<file path="src/rtl/axil_arb_pkg.sv">
// Shared types and constants for the two-requester AXI-Lite master arbiter.
package axil_arb_pkg;

  localparam int unsigned AXIL_ADDR_W = 32;
  localparam int unsigned AXIL_DATA_W = 32;
  localparam int unsigned AXIL_STRB_W = AXIL_DATA_W / 8;

  localparam logic [1:0] RESP_OKAY   = 2'b00;
  localparam logic [1:0] RESP_SLVERR = 2'b10;

  typedef enum logic [2:0] {
    StIdle,
    StAddr,
    StResp,
    StErr,
    StDrain
  } path_state_e;

  typedef enum logic [1:0] {
    OwnNone = 2'd0,
    OwnReq0 = 2'd1,
    OwnReq1 = 2'd2
  } owner_e;

  function automatic owner_e owner_enc(input logic busy, input logic sel);
    if (!busy) return OwnNone;
    if (sel) return OwnReq1;
    return OwnReq0;
  endfunction

endpackage

</file>
<file path="src/rtl/axil_rw_if.sv">
// AXI-Lite read/write bundle; producer is the master side, consumer the slave side.
interface axil_rw_if;
  logic [axil_arb_pkg::AXIL_ADDR_W-1:0] awaddr;
  logic                                 awvalid;
  logic                                 awready;
  logic [axil_arb_pkg::AXIL_DATA_W-1:0] wdata;
  logic [axil_arb_pkg::AXIL_STRB_W-1:0] wstrb;
  logic                                 wvalid;
  logic                                 wready;
  logic [1:0]                           bresp;
  logic                                 bvalid;
  logic                                 bready;
  logic [axil_arb_pkg::AXIL_ADDR_W-1:0] araddr;
  logic                                 arvalid;
  logic                                 arready;
  logic [axil_arb_pkg::AXIL_DATA_W-1:0] rdata;
  logic [1:0]                           rresp;
  logic                                 rvalid;
  logic                                 rready;

  modport producer (
    output awaddr, awvalid, wdata, wstrb, wvalid, bready, araddr, arvalid, rready,
    input  awready, wready, bresp, bvalid, arready, rdata, rresp, rvalid
  );

  modport consumer (
    input  awaddr, awvalid, wdata, wstrb, wvalid, bready, araddr, arvalid, rready,
    output awready, wready, bresp, bvalid, arready, rdata, rresp, rvalid
  );
endinterface

</file>
<file path="src/rtl/axil_rr_arb2.sv">
// Two-input round-robin picker; last-granted register resets to requester 1.
module axil_rr_arb2 (
  input  logic       clk,
  input  logic       rst,
  input  logic [1:0] req,
  input  logic       upd,
  input  logic       upd_idx,
  output logic       pick,
  output logic       any
);

  logic last_q;

  always_ff @(posedge clk) begin
    if (rst) begin
      last_q <= 1'b1;
    end else if (upd) begin
      last_q <= upd_idx;
    end
  end

  always_comb begin
    any = |req;
    unique case (req)
      2'b11:   pick = ~last_q;
      2'b10:   pick = 1'b1;
      default: pick = 1'b0;
    endcase
  end

endmodule

</file>
<file path="src/rtl/axil_master_arb.sv">
// Arbitrates two AXI-Lite requesters onto one master port, write and read paths independent.
// Define AXIL_ARB_TIMEOUT_EN to build in the downstream response watchdog.
module axil_master_arb
  import axil_arb_pkg::*;
#(
  parameter int unsigned TIMEOUT_CYCLES = 1024
) (
  input  logic        clk,
  input  logic        rst,
  axil_rw_if.consumer req0_axil_if,
  axil_rw_if.consumer req1_axil_if,
  axil_rw_if.producer mst_axil_if,
  output logic [1:0]  wr_owner,
  output logic [1:0]  rd_owner,
  output logic [7:0]  timeout_cnt
);

  path_state_e wr_state_q, wr_state_d, rd_state_q, rd_state_d;
  logic wr_sel_q, wr_sel_d, rd_sel_q, rd_sel_d;
  logic aw_done_q, aw_done_d, w_done_q, w_done_d;
  logic aw_hold_q, aw_hold_d, w_hold_q, w_hold_d, ar_hold_q, ar_hold_d;
  logic wr_pick, wr_any, wr_upd, rd_pick, rd_any, rd_upd;
  logic wr_tmo_exp, rd_tmo_exp;

  logic s_awvalid, s_wvalid, s_bready, s_arvalid, s_rready;
  logic m_awvalid, m_wvalid, m_bready, m_arvalid, m_rready;
  logic g_awready, g_wready, g_bvalid, g_arready, g_rvalid;
  logic [1:0] g_bresp, g_rresp;
  logic [AXIL_DATA_W-1:0] g_rdata;
  logic wr_busy, rd_busy, wr_g0, wr_g1, rd_g0, rd_g1;

  axil_rr_arb2 u_wr_arb (
    .clk     (clk),
    .rst     (rst),
    .req     ({req1_axil_if.awvalid, req0_axil_if.awvalid}),
    .upd     (wr_upd),
    .upd_idx (wr_sel_q),
    .pick    (wr_pick),
    .any     (wr_any)
  );

  axil_rr_arb2 u_rd_arb (
    .clk     (clk),
    .rst     (rst),
    .req     ({req1_axil_if.arvalid, req0_axil_if.arvalid}),
    .upd     (rd_upd),
    .upd_idx (rd_sel_q),
    .pick    (rd_pick),
    .any     (rd_any)
  );

  assign s_awvalid = wr_sel_q ? req1_axil_if.awvalid : req0_axil_if.awvalid;
  assign s_wvalid  = wr_sel_q ? req1_axil_if.wvalid  : req0_axil_if.wvalid;
  assign s_bready  = wr_sel_q ? req1_axil_if.bready  : req0_axil_if.bready;
  assign s_arvalid = rd_sel_q ? req1_axil_if.arvalid : req0_axil_if.arvalid;
  assign s_rready  = rd_sel_q ? req1_axil_if.rready  : req0_axil_if.rready;

  assign mst_axil_if.awaddr  = wr_sel_q ? req1_axil_if.awaddr : req0_axil_if.awaddr;
  assign mst_axil_if.wdata   = wr_sel_q ? req1_axil_if.wdata  : req0_axil_if.wdata;
  assign mst_axil_if.wstrb   = wr_sel_q ? req1_axil_if.wstrb  : req0_axil_if.wstrb;
  assign mst_axil_if.araddr  = rd_sel_q ? req1_axil_if.araddr : req0_axil_if.araddr;
  assign mst_axil_if.awvalid = m_awvalid;
  assign mst_axil_if.wvalid  = m_wvalid;
  assign mst_axil_if.bready  = m_bready;
  assign mst_axil_if.arvalid = m_arvalid;
  assign mst_axil_if.rready  = m_rready;

  // Write path: AW and W complete independently; each is masked once accepted.
  always_comb begin
    wr_state_d = wr_state_q;
    wr_sel_d   = wr_sel_q;
    aw_done_d  = aw_done_q;
    w_done_d   = w_done_q;
    aw_hold_d  = 1'b0;
    w_hold_d   = 1'b0;
    m_awvalid  = 1'b0;
    m_wvalid   = 1'b0;
    m_bready   = 1'b0;
    g_awready  = 1'b0;
    g_wready   = 1'b0;
    g_bvalid   = 1'b0;
    g_bresp    = RESP_OKAY;
    wr_upd     = 1'b0;
    unique case (wr_state_q)
      StIdle: begin
        if (wr_any) begin
          wr_state_d = StAddr;
          wr_sel_d   = wr_pick;
          aw_done_d  = 1'b0;
          w_done_d   = 1'b0;
        end
      end
      StAddr: begin
        // Hold flags keep downstream valid up even if the requester drops it early.
        m_awvalid = !aw_done_q && (s_awvalid || aw_hold_q);
        m_wvalid  = !w_done_q && (s_wvalid || w_hold_q);
        g_awready = !aw_done_q && mst_axil_if.awready;
        g_wready  = !w_done_q && mst_axil_if.wready;
        aw_hold_d = m_awvalid && !mst_axil_if.awready;
        w_hold_d  = m_wvalid && !mst_axil_if.wready;
        if (m_awvalid && mst_axil_if.awready) aw_done_d = 1'b1;
        if (m_wvalid && mst_axil_if.wready) w_done_d = 1'b1;
        if (aw_done_d && w_done_d) wr_state_d = StResp;
      end
      StResp: begin
        m_bready = s_bready;
        g_bvalid = mst_axil_if.bvalid;
        g_bresp  = mst_axil_if.bresp;
        if (mst_axil_if.bvalid && s_bready) begin
          wr_state_d = StIdle;
          wr_upd     = 1'b1;
        end else if (!mst_axil_if.bvalid && wr_tmo_exp) begin
          wr_state_d = StErr;
        end
      end
      StErr: begin
        g_bvalid = 1'b1;
        g_bresp  = RESP_SLVERR;
        if (s_bready) begin
          wr_state_d = StDrain;
          wr_upd     = 1'b1;
        end
      end
      StDrain: begin
        m_bready = 1'b1;
        if (mst_axil_if.bvalid || wr_tmo_exp) wr_state_d = StIdle;
      end
      default: wr_state_d = StIdle;
    endcase
  end

  always_comb begin
    rd_state_d = rd_state_q;
    rd_sel_d   = rd_sel_q;
    ar_hold_d  = 1'b0;
    m_arvalid  = 1'b0;
    m_rready   = 1'b0;
    g_arready  = 1'b0;
    g_rvalid   = 1'b0;
    g_rresp    = RESP_OKAY;
    g_rdata    = '0;
    rd_upd     = 1'b0;
    unique case (rd_state_q)
      StIdle: begin
        if (rd_any) begin
          rd_state_d = StAddr;
          rd_sel_d   = rd_pick;
        end
      end
      StAddr: begin
        m_arvalid = s_arvalid || ar_hold_q;
        g_arready = mst_axil_if.arready;
        ar_hold_d = m_arvalid && !mst_axil_if.arready;
        if (m_arvalid && mst_axil_if.arready) rd_state_d = StResp;
      end
      StResp: begin
        m_rready = s_rready;
        g_rvalid = mst_axil_if.rvalid;
        g_rresp  = mst_axil_if.rresp;
        g_rdata  = mst_axil_if.rdata;
        if (mst_axil_if.rvalid && s_rready) begin
          rd_state_d = StIdle;
          rd_upd     = 1'b1;
        end else if (!mst_axil_if.rvalid && rd_tmo_exp) begin
          rd_state_d = StErr;
        end
      end
      StErr: begin
        g_rvalid = 1'b1;
        g_rresp  = RESP_SLVERR;
        if (s_rready) begin
          rd_state_d = StDrain;
          rd_upd     = 1'b1;
        end
      end
      StDrain: begin
        m_rready = 1'b1;
        if (mst_axil_if.rvalid || rd_tmo_exp) rd_state_d = StIdle;
      end
      default: rd_state_d = StIdle;
    endcase
  end

  always_ff @(posedge clk) begin
    if (rst) begin
      wr_state_q <= StIdle;
      rd_state_q <= StIdle;
      wr_sel_q   <= 1'b0;
      rd_sel_q   <= 1'b0;
      aw_done_q  <= 1'b0;
      w_done_q   <= 1'b0;
      aw_hold_q  <= 1'b0;
      w_hold_q   <= 1'b0;
      ar_hold_q  <= 1'b0;
    end else begin
      wr_state_q <= wr_state_d;
      rd_state_q <= rd_state_d;
      wr_sel_q   <= wr_sel_d;
      rd_sel_q   <= rd_sel_d;
      aw_done_q  <= aw_done_d;
      w_done_q   <= w_done_d;
      aw_hold_q  <= aw_hold_d;
      w_hold_q   <= w_hold_d;
      ar_hold_q  <= ar_hold_d;
    end
  end

`ifdef AXIL_ARB_TIMEOUT_EN
  localparam logic [15:0] TmoLast = 16'(TIMEOUT_CYCLES - 1);

  logic [15:0] wr_tmo_q, rd_tmo_q;
  logic [7:0]  tmo_cnt_q;
  logic [8:0]  tmo_sum;
  logic        wr_to_err, rd_to_err;

  assign wr_to_err  = (wr_state_q == StResp) && (wr_state_d == StErr);
  assign rd_to_err  = (rd_state_q == StResp) && (rd_state_d == StErr);
  assign wr_tmo_exp = (wr_tmo_q == TmoLast);
  assign rd_tmo_exp = (rd_tmo_q == TmoLast);
  assign tmo_sum    = {1'b0, tmo_cnt_q} + 9'(wr_to_err) + 9'(rd_to_err);
  assign timeout_cnt = tmo_cnt_q;

  // Counters restart on every state change, so they measure time spent in RESP or DRAIN.
  always_ff @(posedge clk) begin
    if (rst) begin
      wr_tmo_q  <= '0;
      rd_tmo_q  <= '0;
      tmo_cnt_q <= '0;
    end else begin
      wr_tmo_q  <= (wr_state_d != wr_state_q) ? 16'd0 : wr_tmo_q + 16'd1;
      rd_tmo_q  <= (rd_state_d != rd_state_q) ? 16'd0 : rd_tmo_q + 16'd1;
      tmo_cnt_q <= tmo_sum[8] ? 8'hff : tmo_sum[7:0];
    end
  end
`else
  logic unused_tmo_cfg;

  assign unused_tmo_cfg = ^32'(TIMEOUT_CYCLES);
  assign wr_tmo_exp     = 1'b0;
  assign rd_tmo_exp     = 1'b0;
  assign timeout_cnt    = '0;
`endif

  assign wr_busy = (wr_state_q != StIdle);
  assign rd_busy = (rd_state_q != StIdle);
  assign wr_g0   = wr_busy && !wr_sel_q;
  assign wr_g1   = wr_busy && wr_sel_q;
  assign rd_g0   = rd_busy && !rd_sel_q;
  assign rd_g1   = rd_busy && rd_sel_q;
  assign wr_owner = owner_enc(wr_busy, wr_sel_q);
  assign rd_owner = owner_enc(rd_busy, rd_sel_q);

  assign req0_axil_if.awready = wr_g0 && g_awready;
  assign req0_axil_if.wready  = wr_g0 && g_wready;
  assign req0_axil_if.bvalid  = wr_g0 && g_bvalid;
  assign req0_axil_if.bresp   = g_bresp;
  assign req0_axil_if.arready = rd_g0 && g_arready;
  assign req0_axil_if.rvalid  = rd_g0 && g_rvalid;
  assign req0_axil_if.rresp   = g_rresp;
  assign req0_axil_if.rdata   = g_rdata;

  assign req1_axil_if.awready = wr_g1 && g_awready;
  assign req1_axil_if.wready  = wr_g1 && g_wready;
  assign req1_axil_if.bvalid  = wr_g1 && g_bvalid;
  assign req1_axil_if.bresp   = g_bresp;
  assign req1_axil_if.arready = rd_g1 && g_arready;
  assign req1_axil_if.rvalid  = rd_g1 && g_rvalid;
  assign req1_axil_if.rresp   = g_rresp;
  assign req1_axil_if.rdata   = g_rdata;

endmodule

</file>
<file path="src/flat_wrapper.sv">
// flat-port wrapper written by rule: the top's interface ports become plain ports
module axil_master_arb_flat import axil_arb_pkg::*;
#(
  parameter int unsigned TIMEOUT_CYCLES = 1024
)
  (clk, rst, wr_owner, rd_owner, timeout_cnt, req0_axil_if_awaddr, req0_axil_if_awvalid, req0_axil_if_wdata, req0_axil_if_wstrb, req0_axil_if_wvalid, req0_axil_if_bready, req0_axil_if_araddr, req0_axil_if_arvalid, req0_axil_if_rready, req0_axil_if_awready, req0_axil_if_wready, req0_axil_if_bresp, req0_axil_if_bvalid, req0_axil_if_arready, req0_axil_if_rdata, req0_axil_if_rresp, req0_axil_if_rvalid, req1_axil_if_awaddr, req1_axil_if_awvalid, req1_axil_if_wdata, req1_axil_if_wstrb, req1_axil_if_wvalid, req1_axil_if_bready, req1_axil_if_araddr, req1_axil_if_arvalid, req1_axil_if_rready, req1_axil_if_awready, req1_axil_if_wready, req1_axil_if_bresp, req1_axil_if_bvalid, req1_axil_if_arready, req1_axil_if_rdata, req1_axil_if_rresp, req1_axil_if_rvalid, mst_axil_if_awaddr, mst_axil_if_awvalid, mst_axil_if_wdata, mst_axil_if_wstrb, mst_axil_if_wvalid, mst_axil_if_bready, mst_axil_if_araddr, mst_axil_if_arvalid, mst_axil_if_rready, mst_axil_if_awready, mst_axil_if_wready, mst_axil_if_bresp, mst_axil_if_bvalid, mst_axil_if_arready, mst_axil_if_rdata, mst_axil_if_rresp, mst_axil_if_rvalid);
  axil_rw_if req0_axil_if_i ();
  axil_rw_if req1_axil_if_i ();
  axil_rw_if mst_axil_if_i ();
  input  logic clk;
  input  logic rst;
  output logic [1:0] wr_owner;
  output logic [1:0] rd_owner;
  output logic [7:0] timeout_cnt;
  input wire logic [$bits(req0_axil_if_i.awaddr)-1:0] req0_axil_if_awaddr;
  input wire logic [$bits(req0_axil_if_i.awvalid)-1:0] req0_axil_if_awvalid;
  input wire logic [$bits(req0_axil_if_i.wdata)-1:0] req0_axil_if_wdata;
  input wire logic [$bits(req0_axil_if_i.wstrb)-1:0] req0_axil_if_wstrb;
  input wire logic [$bits(req0_axil_if_i.wvalid)-1:0] req0_axil_if_wvalid;
  input wire logic [$bits(req0_axil_if_i.bready)-1:0] req0_axil_if_bready;
  input wire logic [$bits(req0_axil_if_i.araddr)-1:0] req0_axil_if_araddr;
  input wire logic [$bits(req0_axil_if_i.arvalid)-1:0] req0_axil_if_arvalid;
  input wire logic [$bits(req0_axil_if_i.rready)-1:0] req0_axil_if_rready;
  output wire logic [$bits(req0_axil_if_i.awready)-1:0] req0_axil_if_awready;
  output wire logic [$bits(req0_axil_if_i.wready)-1:0] req0_axil_if_wready;
  output wire logic [$bits(req0_axil_if_i.bresp)-1:0] req0_axil_if_bresp;
  output wire logic [$bits(req0_axil_if_i.bvalid)-1:0] req0_axil_if_bvalid;
  output wire logic [$bits(req0_axil_if_i.arready)-1:0] req0_axil_if_arready;
  output wire logic [$bits(req0_axil_if_i.rdata)-1:0] req0_axil_if_rdata;
  output wire logic [$bits(req0_axil_if_i.rresp)-1:0] req0_axil_if_rresp;
  output wire logic [$bits(req0_axil_if_i.rvalid)-1:0] req0_axil_if_rvalid;
  input wire logic [$bits(req1_axil_if_i.awaddr)-1:0] req1_axil_if_awaddr;
  input wire logic [$bits(req1_axil_if_i.awvalid)-1:0] req1_axil_if_awvalid;
  input wire logic [$bits(req1_axil_if_i.wdata)-1:0] req1_axil_if_wdata;
  input wire logic [$bits(req1_axil_if_i.wstrb)-1:0] req1_axil_if_wstrb;
  input wire logic [$bits(req1_axil_if_i.wvalid)-1:0] req1_axil_if_wvalid;
  input wire logic [$bits(req1_axil_if_i.bready)-1:0] req1_axil_if_bready;
  input wire logic [$bits(req1_axil_if_i.araddr)-1:0] req1_axil_if_araddr;
  input wire logic [$bits(req1_axil_if_i.arvalid)-1:0] req1_axil_if_arvalid;
  input wire logic [$bits(req1_axil_if_i.rready)-1:0] req1_axil_if_rready;
  output wire logic [$bits(req1_axil_if_i.awready)-1:0] req1_axil_if_awready;
  output wire logic [$bits(req1_axil_if_i.wready)-1:0] req1_axil_if_wready;
  output wire logic [$bits(req1_axil_if_i.bresp)-1:0] req1_axil_if_bresp;
  output wire logic [$bits(req1_axil_if_i.bvalid)-1:0] req1_axil_if_bvalid;
  output wire logic [$bits(req1_axil_if_i.arready)-1:0] req1_axil_if_arready;
  output wire logic [$bits(req1_axil_if_i.rdata)-1:0] req1_axil_if_rdata;
  output wire logic [$bits(req1_axil_if_i.rresp)-1:0] req1_axil_if_rresp;
  output wire logic [$bits(req1_axil_if_i.rvalid)-1:0] req1_axil_if_rvalid;
  output wire logic [$bits(mst_axil_if_i.awaddr)-1:0] mst_axil_if_awaddr;
  output wire logic [$bits(mst_axil_if_i.awvalid)-1:0] mst_axil_if_awvalid;
  output wire logic [$bits(mst_axil_if_i.wdata)-1:0] mst_axil_if_wdata;
  output wire logic [$bits(mst_axil_if_i.wstrb)-1:0] mst_axil_if_wstrb;
  output wire logic [$bits(mst_axil_if_i.wvalid)-1:0] mst_axil_if_wvalid;
  output wire logic [$bits(mst_axil_if_i.bready)-1:0] mst_axil_if_bready;
  output wire logic [$bits(mst_axil_if_i.araddr)-1:0] mst_axil_if_araddr;
  output wire logic [$bits(mst_axil_if_i.arvalid)-1:0] mst_axil_if_arvalid;
  output wire logic [$bits(mst_axil_if_i.rready)-1:0] mst_axil_if_rready;
  input wire logic [$bits(mst_axil_if_i.awready)-1:0] mst_axil_if_awready;
  input wire logic [$bits(mst_axil_if_i.wready)-1:0] mst_axil_if_wready;
  input wire logic [$bits(mst_axil_if_i.bresp)-1:0] mst_axil_if_bresp;
  input wire logic [$bits(mst_axil_if_i.bvalid)-1:0] mst_axil_if_bvalid;
  input wire logic [$bits(mst_axil_if_i.arready)-1:0] mst_axil_if_arready;
  input wire logic [$bits(mst_axil_if_i.rdata)-1:0] mst_axil_if_rdata;
  input wire logic [$bits(mst_axil_if_i.rresp)-1:0] mst_axil_if_rresp;
  input wire logic [$bits(mst_axil_if_i.rvalid)-1:0] mst_axil_if_rvalid;
  assign req0_axil_if_i.awaddr = req0_axil_if_awaddr;
  assign req0_axil_if_i.awvalid = req0_axil_if_awvalid;
  assign req0_axil_if_i.wdata = req0_axil_if_wdata;
  assign req0_axil_if_i.wstrb = req0_axil_if_wstrb;
  assign req0_axil_if_i.wvalid = req0_axil_if_wvalid;
  assign req0_axil_if_i.bready = req0_axil_if_bready;
  assign req0_axil_if_i.araddr = req0_axil_if_araddr;
  assign req0_axil_if_i.arvalid = req0_axil_if_arvalid;
  assign req0_axil_if_i.rready = req0_axil_if_rready;
  assign req0_axil_if_awready = req0_axil_if_i.awready;
  assign req0_axil_if_wready = req0_axil_if_i.wready;
  assign req0_axil_if_bresp = req0_axil_if_i.bresp;
  assign req0_axil_if_bvalid = req0_axil_if_i.bvalid;
  assign req0_axil_if_arready = req0_axil_if_i.arready;
  assign req0_axil_if_rdata = req0_axil_if_i.rdata;
  assign req0_axil_if_rresp = req0_axil_if_i.rresp;
  assign req0_axil_if_rvalid = req0_axil_if_i.rvalid;
  assign req1_axil_if_i.awaddr = req1_axil_if_awaddr;
  assign req1_axil_if_i.awvalid = req1_axil_if_awvalid;
  assign req1_axil_if_i.wdata = req1_axil_if_wdata;
  assign req1_axil_if_i.wstrb = req1_axil_if_wstrb;
  assign req1_axil_if_i.wvalid = req1_axil_if_wvalid;
  assign req1_axil_if_i.bready = req1_axil_if_bready;
  assign req1_axil_if_i.araddr = req1_axil_if_araddr;
  assign req1_axil_if_i.arvalid = req1_axil_if_arvalid;
  assign req1_axil_if_i.rready = req1_axil_if_rready;
  assign req1_axil_if_awready = req1_axil_if_i.awready;
  assign req1_axil_if_wready = req1_axil_if_i.wready;
  assign req1_axil_if_bresp = req1_axil_if_i.bresp;
  assign req1_axil_if_bvalid = req1_axil_if_i.bvalid;
  assign req1_axil_if_arready = req1_axil_if_i.arready;
  assign req1_axil_if_rdata = req1_axil_if_i.rdata;
  assign req1_axil_if_rresp = req1_axil_if_i.rresp;
  assign req1_axil_if_rvalid = req1_axil_if_i.rvalid;
  assign mst_axil_if_awaddr = mst_axil_if_i.awaddr;
  assign mst_axil_if_awvalid = mst_axil_if_i.awvalid;
  assign mst_axil_if_wdata = mst_axil_if_i.wdata;
  assign mst_axil_if_wstrb = mst_axil_if_i.wstrb;
  assign mst_axil_if_wvalid = mst_axil_if_i.wvalid;
  assign mst_axil_if_bready = mst_axil_if_i.bready;
  assign mst_axil_if_araddr = mst_axil_if_i.araddr;
  assign mst_axil_if_arvalid = mst_axil_if_i.arvalid;
  assign mst_axil_if_rready = mst_axil_if_i.rready;
  assign mst_axil_if_i.awready = mst_axil_if_awready;
  assign mst_axil_if_i.wready = mst_axil_if_wready;
  assign mst_axil_if_i.bresp = mst_axil_if_bresp;
  assign mst_axil_if_i.bvalid = mst_axil_if_bvalid;
  assign mst_axil_if_i.arready = mst_axil_if_arready;
  assign mst_axil_if_i.rdata = mst_axil_if_rdata;
  assign mst_axil_if_i.rresp = mst_axil_if_rresp;
  assign mst_axil_if_i.rvalid = mst_axil_if_rvalid;
  axil_master_arb #(.TIMEOUT_CYCLES(TIMEOUT_CYCLES)) u_core (.clk(clk), .rst(rst), .req0_axil_if(req0_axil_if_i), .req1_axil_if(req1_axil_if_i), .mst_axil_if(mst_axil_if_i), .wr_owner(wr_owner), .rd_owner(rd_owner), .timeout_cnt(timeout_cnt));
endmodule
</file>
<file path="config.mk">
export PLATFORM = sky130hd
export DESIGN_NAME = axil_master_arb_flat
export DESIGN_NICKNAME = d
export VERILOG_FILES = /design/src/rtl/axil_arb_pkg.sv /design/src/rtl/axil_rw_if.sv /design/src/rtl/axil_rr_arb2.sv /design/src/rtl/axil_master_arb.sv /design/src/flat_wrapper.sv
export SDC_FILE = /design/constraint.sdc
export NUM_CORES = 1
export LEC_CHECK = 0
export ABC_AREA = 0
export CORE_AREA = 2 2 178 180
export DETAILED_ROUTE_END_ITERATION = 6
export DIE_AREA = 0 0 180 182
export GPL_TIMING_DRIVEN = 1
export PLACE_DENSITY_LB_ADDON = 0.25
export SLEW_MARGIN = 20
export SYNTH_ARGS = -nofsm -noshare
export SYNTH_HDL_FRONTEND = slang
export SYNTH_SLANG_ARGS = --single-unit
</file>
<file path="constraint.sdc">
create_clock -name clk -period 4.64 [get_ports clk]
set_input_delay 1.16 -clock clk [delete_from_list [all_inputs] [get_ports clk]]
set_output_delay 1.16 -clock clk [all_outputs]
set_load 0.02 [all_outputs]
</file>
==> results of run 1 <==
## logic make-up (layout without fill, tap and decap cells)
group                  Yosys count  count (layout)
other                            1               8
DFF                             15              15
buffers and inverters           68             456
and+or+nand+nor                100             100
muxes                          107             107
AOI/OAI and AO/OA               28              28
## through the flow
stage / util [%] / area (sq um) / total power, uW / hold WS [ps] / instances
floorplan: - / 2690 / 489 / 440 / 326
global placement: 23.4 / 7260 / 937 / 479 / 1112
detailed placement: 23.4 / 7260 / 933 / 473 / 1112
CTS: 23.7 / 7340 / 1120 / 487 / 1116
global route: 23.7 / 7340 / 1170 / 509 / 1116
finish: 23.7 / 7340 / 1100 / 486 / 1116
## per-layer routing
layer / vias to the layer above / global-route usage, %
li1: 1857 / -
met1: 1693 / 10.3
met2: 200 / 17.1
met3: 6 / 1.58
met4: 0 / 1.82
met5: - / 0
## area by class of cell
class                   count  area share, %
repair buffers            450           61.1
multi-input cells         243           26.7
well taps                 402           6.85
flip-flops and latches     15           4.14
clock buffers               4           1.07
inverters                   2          0.102
## power groups by stage
stage                     registers, uW  logic [uW]  clock network [uW]
after floorplan                     143         346                   0
after global placement              161         776                   0
after detailed placement            161         772                   0
after CTS                           158         777                 190
after global routing                160         812                 199
final                               157         766                 178
## state kept, by name, summed over array words and instances (netlist names)
register / flops
u_core.ar_hold_q: 1
u_core.aw_done_q: 1
u_core.aw_hold_q: 1
u_core.rd_sel_q: 1
u_core.rd_state_q: 3
u_core.u_rd_arb.last_q: 1
u_core.u_wr_arb.last_q: 1
u_core.w_done_q: 1
u_core.w_hold_q: 1
u_core.wr_sel_q: 1
u_core.wr_state_q: 3
## tightest hold or removal path: stages, from the launching register on
cell,delay (ps)
dfxtp_1,320
o21ai_0,70
nand2_1,50
## layout by cell type (no fill, tap or decap), types with 2 or more instances in the layout
master / instances
nor4_1: 3
and3_1: 2
nand3_1: 2
and2_1: 35
nor2b_1: 7
o21a_1: 4
buf_4: 7
clkbuf_16: 3
dfxtp_1: 14
mux2i_1: 2
clkdlybuf4s50_1: 443
inv_1: 2
o21ai_0: 5
conb_1: 8
a31oi_1: 2
a211oi_1: 2
nor2_1: 27
a21oi_1: 7
nand2_1: 12
mux2_2: 104
nor3b_1: 3
nor3_1: 4
a32oi_1: 2
## path summary, 6_finish.rpt
kind	startpoint	end	slack [ps]	cells after the start
worst max-delay path	req1_axil_if_rready	mst_axil_if_rready	580	6
worst min-delay path	u_core.u_rd_arb.last_q	u_core.u_rd_arb.last_q	490	2
worst max register to register	u_core.wr_sel_q	u_core.wr_state_q[0]	2360	5
worst min register to register	u_core.u_rd_arb.last_q	u_core.u_rd_arb.last_q	490	2
==> impl_metrics.csv, run 1 <==
group,metric,value,unit
drt,wl_met2,8580,um
timing,rsz0062_at_grt,"false",
floorplanning,fp-row-count,65,
finish,area_delta_synth_final,176,%
timing,setup_slack,575,ps
finish,ff_latch_area,304,sq um
critical_path,cp-start-kind,"input port",
power,p_leak,0.00260,uW
power,ir_drop,0.0832,mV
drt,dr.pass1.iters,4,
timing,timing.slew.headroom,43.7,%
synth,synth_adder_area_share,0,%
drt,top_layer,"met4",
synth,yosysTopAreaCell,"mux2_2",
synth,ys_ff_latch,15,
synth,synth_common_cells,"mux2_2, buf_4, and2_1",
synth,synth_top_family_by_area,"multiplexers",
critical_path,cp_max_fo,3,
synth,netlist_instances,319,
synth,synth-compound-area-share,7.10,%
critical_path,critPathSlowestCell,"clkdlybuf4s50_1",
clock_tree,cts-root-buf,"clkbuf_16",
critical_path,cp_data_required_time,3480,ps
power,pwr-share-seq,14.3,%
power,power.share.clock,16.1,%
worst_hold_path,min_path_type,"reg2reg",
timing,finalSetupTns,0,ps
global_routing,overflow,0,
clock_tree,clkTransAtPathRegs,50,ps
power,powerDensity,150,nW/um^2
finish,layout.nets,968,
placement,place_ws,581,ps
placement,port_buffers,443,
power,combinationalPowerShare,69.6,%
synth,syn_area_per_cell,8.34,sq um
critical_path,cp.buffers_inverters,2,
synth,yosys.area_share.simple,20.0,%
finish,fill_cells,3391,
power,intPower,715,uW
finish,antenna_cells,0,
outcome,outcome,"completed",
drt,ant_nets,0,
floorplanning,die_height,182,um
power,switching_power,387,uW
critical_path,cp_slowest_stage_delay,620,ps
finish,multiInputGateArea,1960,sq um
critical_path,cpLargestDelayFamily,"buffers and inverters",
drt,first_iter_violations,69,
synth,synthFlopType,"dfxtp_1",
timing,fin_worst_skew,0.957,ps
drt,wl_met3,978,um
clock_tree,cts_hold_buffers,0,
critical_path,crit_type,"in2out",
critical_path,crit_arrival,2900,ps
drt,drc,0,
floorplanning,die_w,180,um
critical_path,worstSetupEndpointType,"output port",
drt,wl_met1,6160,um
synth,synth_xor_area_share,0,%
drt,via_per_inst,3.37,
clock_tree,post_cts_buffers,0,
critical_path,cp_cell_sequence,"clkdlybuf4s50_1 > mux2_2 > nand2_1 > mux2_2 > nor2_1 > clkdlybuf4s50_1",
global_routing,grt_pass1_vias,3778,
drt,via_count,3756,
synth,netlist_area,2660,sq um
global_routing,grt_pass1_wl,22800,um
global_routing,grt_max_degree,40,
clock_tree,htree_levels,1,
placement,dp_hpwl,14100,um
flow_run,max-cap-violations,0,
clock_tree,cts_resized,0,
floorplanning,start_util,8.58,%
finish,layout-drive-gt1-share,16.5,%
timing,tightest_slew,842,ps
synth,synth_edf_count,0,
drt,routed_wl,15800,um
drt,routedWlPerCell,14.2,um
global_routing,grt_util_all_layers,8.95,%
timing,fin_crit_sh,87.6,%
synth,yosysMostFrequentCell,"mux2_2",
floorplanning,coreArea,31000,sq um
synth,post_synth_num_cell_types,36,
clock_tree,cts_buffers,3,
synth,async_flop_share,0,%
floorplanning,io_pins,452,
placement,gp_congestion,0.791,
clock_tree,clk_latency,250,ps
synth,synth.area.top_cells,"mux2_2, buf_4, dfxtp_1, and2_1, nor2_1",
synth,ys_seq_area_share,11.3,%
timing,finalSetupViolCount,0,
global_routing,antenna_found_initial,0,
synth,synth.area.mux_share,45.3,%
timing,finalHoldViolCount,0,
timing,fin_crit,4060,ps
clock_tree,clkSinkCount,15,
timing,drv_slew,0,
clock_tree,clockBufferDepth,2,
synth,yosysTopAreaCellShare,44.0,%
power,p_sw_share,35.1,%
clock_tree,tritoncts,"yes",
timing,max_freq,246,MHz
floorplanning,die_area,32800,sq um
synth,yosys_warnings,0,
Power figures use the tool's default switching activity.
==> run 2: changes to the inputs <==
--- a/config.mk
+++ b/config.mk
@@ -6,6 +6,7 @@
 export NUM_CORES = 1
 export LEC_CHECK = 0
 export ABC_AREA = 0
+export CAP_MARGIN = 20
 export CORE_AREA = 2 2 178 180
 export DETAILED_ROUTE_END_ITERATION = 6
 export DIE_AREA = 0 0 180 182
==> results of run 2 <==
Same layout as run 1: the final DEF is identical, and so are final timing and power.
